===== src/rtl/regf_wr_arb.sv =====
// Round-robin arbiter for the three writeback sources that share register file port C.
// Grants are combinational; the selected write is registered one cycle later onto addrc/dc/wec.
module regf_wr_arb #(
  parameter int WIDTH = 5
) (
  input  logic             clk,
  input  logic             reset,
  input  logic             halt,
  input  logic [2:0]       req,
  input  logic [WIDTH-1:0] addr0,
  input  logic [WIDTH-1:0] addr1,
  input  logic [WIDTH-1:0] addr2,
  input  logic [31:0]      data0,
  input  logic [31:0]      data1,
  input  logic [31:0]      data2,
  output logic [2:0]       ack,
  output logic [WIDTH-1:0] addrc,
  output logic [31:0]      dc,
  output logic             wec,
  output logic             conflict
);

  logic [1:0]       ptr_q, ptr_d;
  logic [WIDTH-1:0] addrc_q, addrc_d;
  logic [31:0]      dc_q, dc_d;
  logic             wec_q, wec_d;
  logic             conflict_q, conflict_d;

  logic [1:0]       first, second, third;
  logic [1:0]       win;
  logic             grant;
  logic [WIDTH-1:0] selAddr;
  logic [31:0]      selData;

  // Scan order starts at ptr and wraps mod 3; reset suppresses any grant.
  always_comb begin
    first  = 2'd0;
    second = 2'd1;
    third  = 2'd2;
    case (ptr_q)
      2'd1:    begin first = 2'd1; second = 2'd2; third = 2'd0; end
      2'd2:    begin first = 2'd2; second = 2'd0; third = 2'd1; end
      default: begin first = 2'd0; second = 2'd1; third = 2'd2; end
    endcase

    grant = !reset && !halt && (req != 3'b000);

    if (req[first])       win = first;
    else if (req[second]) win = second;
    else                  win = third;

    ack = 3'b000;
    if (grant) ack[win] = 1'b1;
  end

  always_comb begin
    case (win)
      2'd1:    begin selAddr = addr1; selData = data1; end
      2'd2:    begin selAddr = addr2; selData = data2; end
      default: begin selAddr = addr0; selData = data0; end
    endcase
  end

  // addrc/dc hold their last written value when nothing is granted.
  always_comb begin
    ptr_d      = ptr_q;
    addrc_d    = addrc_q;
    dc_d       = dc_q;
    wec_d      = 1'b0;
    conflict_d = !halt && ($countones(req) >= 2);
    if (grant) begin
      ptr_d   = (win == 2'd2) ? 2'd0 : win + 2'd1;
      addrc_d = selAddr;
      dc_d    = selData;
      wec_d   = 1'b1;
    end
  end

  always_ff @(posedge clk) begin
    if (reset) begin
      ptr_q      <= 2'd0;
      addrc_q    <= '0;
      dc_q       <= 32'd0;
      wec_q      <= 1'b0;
      conflict_q <= 1'b0;
    end else begin
      ptr_q      <= ptr_d;
      addrc_q    <= addrc_d;
      dc_q       <= dc_d;
      wec_q      <= wec_d;
      conflict_q <= conflict_d;
    end
  end

  assign addrc    = addrc_q;
  assign dc       = dc_q;
  assign wec      = wec_q;
  assign conflict = conflict_q;

endmodule


===== config.mk =====
export PLATFORM = sky130hd
export DESIGN_NAME = regf_wr_arb
export DESIGN_NICKNAME = d
export VERILOG_FILES = /design/src/rtl/regf_wr_arb.sv
export SDC_FILE = /design/constraint.sdc
export NUM_CORES = 1
export LEC_CHECK = 0
export CAP_MARGIN = 30
export CELL_PAD_IN_SITES_DETAIL_PLACEMENT = 0
export CELL_PAD_IN_SITES_GLOBAL_PLACEMENT = 1
export CORE_ASPECT_RATIO = 0.6
export CORE_UTILIZATION = 28
export CTS_CLUSTER_DIAMETER = 40
export DETAILED_ROUTE_END_ITERATION = 7
export PLACE_DENSITY = 0.84
export SYNTH_ARGS = -nofsm -noshare
export SYNTH_HDL_FRONTEND = slang
export SYNTH_SLANG_ARGS = --single-unit

===== constraint.sdc =====
create_clock -name clk -period 3.7 [get_ports clk]
set_input_delay 0.555 -clock clk [delete_from_list [all_inputs] [get_ports clk]]
set_output_delay 0.555 -clock clk [all_outputs]
set_load 0.1 [all_outputs]

# After elaboration in Yosys (flattened, before gate mapping)
# Index checks and enable logic that the tools add are counted.
[word_totals]
output_inout_bits = 42
in_bits = 117
mem_bits_rw = 0
reg_bits = 41
memories = 0
latchBits = 0
mem_bits_ro = 0
wordCells = 40
[op_classes]
div_mod_pow = 0
add_sub_neg = 3
bitwise_logic = 0
n_eq_ne = 4
magnitude_cmp = 5
mul = 0
muxes = 16
reduce_logical = 7
n_shift = 0
[ops]
columns = ["op", "n"]
rows = [
  ["32-bit one-hot mux with 2 select lines", 1],
  ["2-bit one-hot mux with 2 select lines", 3],
  ["5-bit one-hot mux with 2 select lines", 1],
  ["2-bit by 3-bit less-than comparator with 1-bit output (second input constant)", 3],
  ["2-bit two-way mux", 3],
  ["1-bit binary-select mux with 2-bit select", 2],
  ["2-bit by 1-bit == test with 1-bit output (second input constant)", 2],
  ["2-bit == test (second input constant)", 2],
  ["1-bit logical AND", 4],
  ["1-bit two-way mux", 4],
  ["2-bit by 1-bit adder with 3-bit output", 1],
  ["3-bit by 2-bit greater-or-equal comparator with 1-bit output (second input constant)", 1],
  ["3-bit two-way mux", 1],
  ["3-bit nonzero test", 1],
  ["1-bit by 1-bit adder with 2-bit output", 1],
  ["2-bit by 1-bit adder with 2-bit output (second input constant)", 1],
  ["1-bit demux with 2-bit select", 1],
  ["2-bit by 1-bit greater-or-equal comparator with 1-bit output (second input constant)", 1],
  ["1-bit logical NOT", 2],
]

# Longest topological paths before layout
# Gate-level depths: netlist (run 1).
[logic_depth]
depth_word = 11
depth_mapped = 12
mapped_depth_nobuf = 9

# Least setup slack after synthesis (run 1)
# Ideal clock, no wire load.
[synth_timing]
path_kind = "reg-to-output"
start = "register ptr_q[0]"
end = "output ack[1]"
stages_incl_launch_ff = 10
t_arrival_ns = 2.547
path_slack_ns = 0.598
path_buffers = 3
path_cell_list = "dfxtp_1 inv_1 ha_1 buf_2 a221oi_1 o221a_2 ha_1 buf_2 buf_2 and2_1"
[synth_via]
elab_chain_len = 11
elab_cells_between_ends = 17
[synth_lines]
columns = ["item", "line_no", "source"]
rows = [
  ["from (decl)", "23", "logic [1:0] ptr_q, ptr_d;"],
  ["from (signal assigned)", "87", "ptr_q <= ptr_d;"],
  ["2-bit == test or 2-bit by 1-bit == test with 1-bit output (tied branches)", "40", "case (ptr_q)"],
  ["2-bit one-hot mux with 2 select lines", "40", ""],
  ["1-bit binary-select mux with 2-bit select", "49", "else if (req[second]) win = second;"],
  ["1-bit two-way mux (implied by the code)", "49", ""],
  ["2-bit two-way mux", "49", ""],
  ["2-bit two-way mux *", "48", "if (req[first]) win = first;"],
  ["2-bit by 3-bit less-than comparator with 1-bit output (implied by the code) or 2-bit by 1-bit greater-or-equal comparator with 1-bit output (tied branches)", "53", "if (grant) ack[win] = 1'b1;"],
  ["1-bit logical AND (implied by the code)", "53", ""],
  ["1-bit two-way mux (implied by the code)", "53", ""],
  ["1-bit demux with 2-bit select *", "53", ""],
  ["3-bit two-way mux *", "53", ""],
  ["to (decl)", "16", "output logic [2:0] ack,"],
]
# Every way passes the cells marked *; elsewhere a longest branch is shown, timed or not. The select of a mux whose other input is x is not followed.

# Final worst setup path (run 1)
[layout_timing]
start = "input req[2]"
end = "output ack[2]"
[layout_via]
elab_chain_len = 9
elab_cells_between_ends = 14
[layout_lines]
columns = ["item", "line_no", "source"]
rows = [
  ["from (decl)", "9", "input logic [2:0] req,"],
  ["1-bit binary-select mux with 2-bit select", "49", ""],
  ["1-bit two-way mux (implied by the code)", "49", ""],
  ["2-bit two-way mux", "49", ""],
  ["2-bit two-way mux", "48", ""],
  ["2-bit by 3-bit less-than comparator with 1-bit output (implied by the code) or 2-bit by 1-bit greater-or-equal comparator with 1-bit output (tied branches)", "53", ""],
  ["1-bit logical AND (implied by the code)", "53", ""],
  ["1-bit two-way mux (implied by the code)", "53", ""],
  ["1-bit demux with 2-bit select", "53", ""],
  ["3-bit two-way mux *", "53", ""],
]
# Marks and branches as above.

==> results.cfg, run 1 <==
[outcome]
run_status = completed

[placement]
dpl.hpwl_um = 6210
gp_congestion = 0.8152
port_buf_inserts = 158

[cells_and_area]
diodes = 0
final_common_cell = clkdlybuf4s50_1
finalCoreUtilization_pct = 49.44
final_layout_size_suffix_gt1_share_pct = 9.068
layout_common_cells = 155 x clkdlybuf4s50_1, 41 x dfxtp_1, 38 x nand2b_1, 38 x a221oi_1, 34 x o21ai_0
finish.net_count = 523
layout.filler_cells = 814
areaGrowthSynthToFinish_pct = 70.79

[yosys]
netlist-cell-type-count = 29
mapped_cells = 257
synth_ff_type = dfxtp_1
ys_ff_latch = 41
synth.yosys.seq_area_share_pct = 33.27
yosys_warnings = 0
syn_avg_cell_area_sq_um = 9.601
mappedNetlistArea_sq_mm = 0.002467
number_of_enable_flip_flop_cells_after_synthesis = 0
synth_nets = 382
async_flop_share_pct = 0

[clock_network]
clkTransAtPathRegs_ns = 0.06
cts.htree.levels = 2
post_cts_sizing = 0
clock_sinks = 41
clockRootBuffer = clkbuf_16
clk_lat_worst_skew_ns = 0.27
cts_max_path_bufs = 2
tritoncts = built
number_of_buffers_created_by_cts = 5
cts_hold_buf = 0
post_cts_buffers = 0

[power]
power.density_mw_per_mm2 = 562.9
post_route_total_power_mw = 2.372
total_leakage_power_nw = 1.414
vdd_ir_drop_max_mv = 0.2440

[timing]
number_of_hold_slack_violations_in_the_final_timing_report = 0
slew-limit-headroom_pct = 32.69
unrepaired_setup_endpoints_after_global_routing = no
clock_skew_ns = 0.002612
timing.final.setup_violations = 0
transition_time_at_the_pin_with_the_least_slew_margin_ns = 1.007
timing.final.crit_period_ns = 3.112
drv_slew = 0
setup_total_negative_slack_ns = 0
highest_achievable_clock_rate_mhz = 321.4
period_utilization_pct = 84.10

[floorplan]
top_level_ports = 159
starting_density_of_the_core_pct = 28.95
dieArea_sq_mm = 0.009204
placementRows = 26
chipHeight_um = 74.72
dieWidth_um = 123.2
core_sq_mm = 0.008523

[global_route]
number_of_global_route_vias_before_repair = 2704
grt_use_total_pct = 19.97
first_pass_grt_wire_length_um = 14060
largest_net_degree_at_the_start_of_global_routing = 42
number_of_antenna_violations_at_the_first_check_in_global_routing = 0
global_route.overflow_total = 0

[worst_setup_path]
critical_path_sink_type = primary output
slowest_stage = clkdlybuf4s50_1
timing.critical_path.fanout_max = 11
timing.critical_path.slowest_cell_delay_ns = 0.60
worst_ep_required_time_ns = 3.14
worstPathCellList = clkdlybuf4s50_1, a221oi_1, o221ai_1, ha_1, and2_1, buf_12
critical_path_arrival_ns = 2.56
critPathTopFamily = buffers and inverters
cp-start-kind = primary input
worstSetupPathType = in2out
number_of_buffer_and_inverter_instances_along_the_worst_setup_path = 2

[worst_hold_path]
worst_hold_check_path_type = reg2reg

[detailed_routing]
drt_iter0_markers = 181
routedWlPerCell_um = 18.14
route.detailed.drc = 0
via_per_inst = 5.446
drt.antenna.violating_nets = 0
num_vias = 2772
first_pass_iters = 6
drt-total-wl_um = 9234

[run]
maxCapViolations = 0
[cell families (layout without fill, tap and decap cells)]
logic type | count (synthesis) | after routing | synth area share (%)
fa+ha+maj | 8 | 8 | 4.057
simple gates | 55 | 55 | 13.95
compound gates | 117 | 117 | 39.50
flops | 41 | 41 | 33.27
buf+inv | 34 | 174 | 8.317
mux | 2 | 2 | 0.9127
[power by group]
| part | switching [mW] | total [mW] | leakage (nW) | internal [mW] |
|---|---|---|---|---|
| logic | 0.968 | 1.40 | 1.01 | 0.427 |
| clock network | 0.166 | 0.408 | 0.0655 | 0.241 |
| registers | 0.0434 | 0.569 | 0.338 | 0.526 |
[final cells by class]
class	count	area, sq um	share of cell area (%)
Timing Repair Buffer	165	1664	39.49
Sequential cell	41	820.8	19.48
Tap cell	112	140.1	3.325
Clock buffer	5	125.1	2.969
Clock inverter	1	5.005	0.1188
Multi-Input combinational cell	182	1448	34.35
Inverter	3	11.26	0.2672
[tightest hold or removal path: cells and delay by family, from the launching register on]
family             cells  cell delay, ns
DFF                    1            0.31
AOI/OAI and AO/OA      1            0.07
and+or+nand+nor        1            0.06
[cell usage after synthesis, types with 4 or more instances]
cell / count / area, sq um
dfxtp_1: 41 / 820.8
a221oi_1: 38 / 332.8
nand2b_1: 38 / 237.7
o21ai_0: 34 / 170.2
o32ai_1: 24 / 210.2
o32ai_2: 13 / 211.5
buf_2: 12 / 60.06
buf_4: 8 / 60.06
ha_1: 8 / 100.1
clkbuf_1: 5 / 18.77
o21ai_1: 5 / 25.02
buf_6: 4 / 45.04
nor2_1: 4 / 15.01
[stage by stage]
stage                     area (sq um)  hold WS, ns  setup WS [ns]  instances
after global routing              4214       0.5063         0.4161        509
after detailed placement          4084       0.4775         0.5444        503
after global placement            4084       0.4737         0.6157        503
after CTS                         4214       0.4923         0.5750        509
final                             4214       0.4877         0.5883        509
after floorplan                   2467       0.5971         0.5977        257
[registers in the layout, indices dropped and copies added (netlist names)]
name / count
ptr_q: 2
addrc: 5
conflict: 1
dc: 32
wec: 1
[worst paths after layout]
kind / startpoint / to / slack, ns / cells past startpoint
worst min register to register: dc[8]$_SDFFE_PP0P_ / dc[8]$_SDFFE_PP0P_ / 0.49 / 2
worst max register to register: ptr_q[0]$_SDFFE_PP0P_ / dc[4]$_SDFFE_PP0P_ / 0.90 / 9
worst max-delay path: req[2] / ack[2] / 0.59 / 6
worst min-delay path: dc[8]$_SDFFE_PP0P_ / dc[8]$_SDFFE_PP0P_ / 0.49 / 2
[routing by layer]
metal / vias up / part of all wire (%) / GRT usage (%)
met3: 2 / 12 / 5.682
met1: 1321 / 43 / 25.61
met5: - / 0 / 0
met4: 0 / 0.15 / 2.410
li1: 1307 / - / -
met2: 142 / 45 / 34.57
Power figures use the tool's default switching activity.
==> inputs of run 2 (changes only) <==
CORE_UTILIZATION = 23   (was 28)
PLACE_DENSITY = 0.73   (was 0.84)
clock period = 2.65 ns   (was 3.7 ns; I/O delays follow)
==> results.cfg, run 2 (synthesis gave the netlist of run 1 again) <==
[cells_and_area]
areaGrowthSynthToFinish_pct = 76.98
final-instance-count-excl-fill = 545
finish.net_count = 534
finalCoreUtilization_pct = 43.13
final_common_cell = clkdlybuf4s50_1
largest_reg_flops = 32
finish.instance_area_sq_mm = 0.004367
final_layout_size_suffix_gt1_share_pct = 22.93
layout_common_cells = 116 x clkdlybuf4s50_1, 52 x buf_4, 41 x dfxtp_1, 38 x nand2b_1, 37 x a221oi_1
diodes = 0
layout.filler_cells = 959

[global_route]
met3_usage_pct = 5.372
first_pass_grt_wire_length_um = 14450
grt.met2_usage_pct = 27.24
number_of_global_route_vias_before_repair = 2778
globalRouteMet1Util_pct = 21.73
global_route.overflow_total = 0
largest_net_degree_at_the_start_of_global_routing = 38
grt_use_total_pct = 16.70
grt-busiest-layer = met2
number_of_antenna_violations_at_the_first_check_in_global_routing = 0

[detailed_routing]
first_pass_iters = 4
routedWlPerCell_um = 17.34
drt-total-wl_um = 9452
drt.antenna.violating_nets = 0
via_per_inst = 5.026
route.detailed.drc = 0
drt_iter0_markers = 105
num_vias = 2739

[floorplan]
chipHeight_um = 82.23
dieWidth_um = 135.7
starting_density_of_the_core_pct = 24.37
core_sq_mm = 0.01012
top_level_ports = 159
dieArea_sq_mm = 0.01116
placementRows = 28

[timing]
worst_slack_ns = 0.08520
highest_achievable_clock_rate_mhz = 389.9
number_of_hold_slack_violations_in_the_final_timing_report = 0
slew-limit-headroom_pct = 65.93
transition_time_at_the_pin_with_the_least_slew_margin_ns = 0.5111
final.hold.worst_slack_ns = 0.4873
drv_slew = 0
timing.final.setup_violations = 0
setup_total_negative_slack_ns = 0
clock_skew_ns = 0.004545
timing.final.crit_period_ns = 2.565
period_utilization_pct = 96.78

[clock_network]
cts_hold_buf = 0
clkTransAtPathRegs_ns = 0.06
clk_lat_worst_skew_ns = 0.28
cts.htree.levels = 2
clock_sinks = 41
tritoncts = built
cts_max_path_bufs = 2
number_of_buffers_created_by_cts = 5
clockRootBuffer = clkbuf_16

[power]
vdd_ir_drop_max_mv = 0.3494
post_route_total_power_mw = 3.558
power.density_mw_per_mm2 = 814.7
total_leakage_power_nw = 1.573

[placement]
pre_cts_ws_ns = -0.1524
dpl-instance-area_sq_mm = 0.004143
dpl.hpwl_um = 6876
port_buf_inserts = 158
gp_congestion = 0.7847
numPlacedInstances = 536

[worst_setup_path]
worst_ep_required_time_ns = 2.25
timing.critical_path.slowest_cell_delay_ns = 0.34
cp-start-kind = flop
critical_path_arrival_ns = 2.17
critical_path_most_common_cell = ha_4
timing.critical_path.fanout_max = 4
worstPathCellList = inv_1, ha_4, nand2_1, a221oi_2, o221a_2, ha_4, and2_2, buf_12
critical_path_sink_type = primary output
slowest_stage = dfxtp_1
worstSetupPathType = reg2out

[worst_hold_path]
worst_hold_check_path_type = reg2reg

[run]
maxCapViolations = 0

[outcome]
run_status = completed
==> run 2: what timing repair did <==
action | CTS | global route
endpoints found under the hold margin | 0 | 0
gates resized for setup | 5 | 3
pin swaps | 2 | 4
setup endpoints to repair | 33 | 38
buffers inserted | 0 | 1
==> run 2: path summary, 6_finish.rpt <==
kind                                             to  slack [ns]  cells after the start                  start
worst max-delay path                         ack[1]        0.09                      8  ptr_q[0]$_SDFFE_PP0P_
worst min-delay path            dc[29]$_SDFFE_PP0P_        0.49                      2    dc[29]$_SDFFE_PP0P_
worst max register to register   dc[2]$_SDFFE_PP0P_        0.18                     10  ptr_q[0]$_SDFFE_PP0P_
worst min register to register  dc[29]$_SDFFE_PP0P_        0.49                      2    dc[29]$_SDFFE_PP0P_
==> run 2: critical path: cells and delay by family (launching register included) <==
kind                       cells  cell delay, ns
AOI/OAI and AO/OA              2            0.62
adders and majority gates      2            0.45
and+or+nand+nor                2            0.22
DFF                            1            0.34
buffers and inverters          2            0.26
==> run 2: layout make-up <==
cell class                 count  area, sq um  area share, %
sequential                    41        820.8          18.80
multi-input combinational    182         1490          34.13
clock buffer                   7        142.6          3.266
timing repair buffer         176         1703          39.00
inverter                       3        11.26         0.2579
tap                          135        168.9          3.868
clock inverter                 1        30.03         0.6877
==> run 2: where the power goes <==
part           switching (mW)  total, mW  internal (mW)
clock                   0.260      0.731          0.471
combinational            1.38       2.03          0.644
sequential             0.0654      0.799          0.734
total                    1.71       3.56           1.85
==> run 2: layer usage <==
metal  routed length (um)  share of wire [%]
met3                  856                9.1
met5                    0                  0
met2                 4051                 43
met4                   41               0.43
met1                 4503                 48
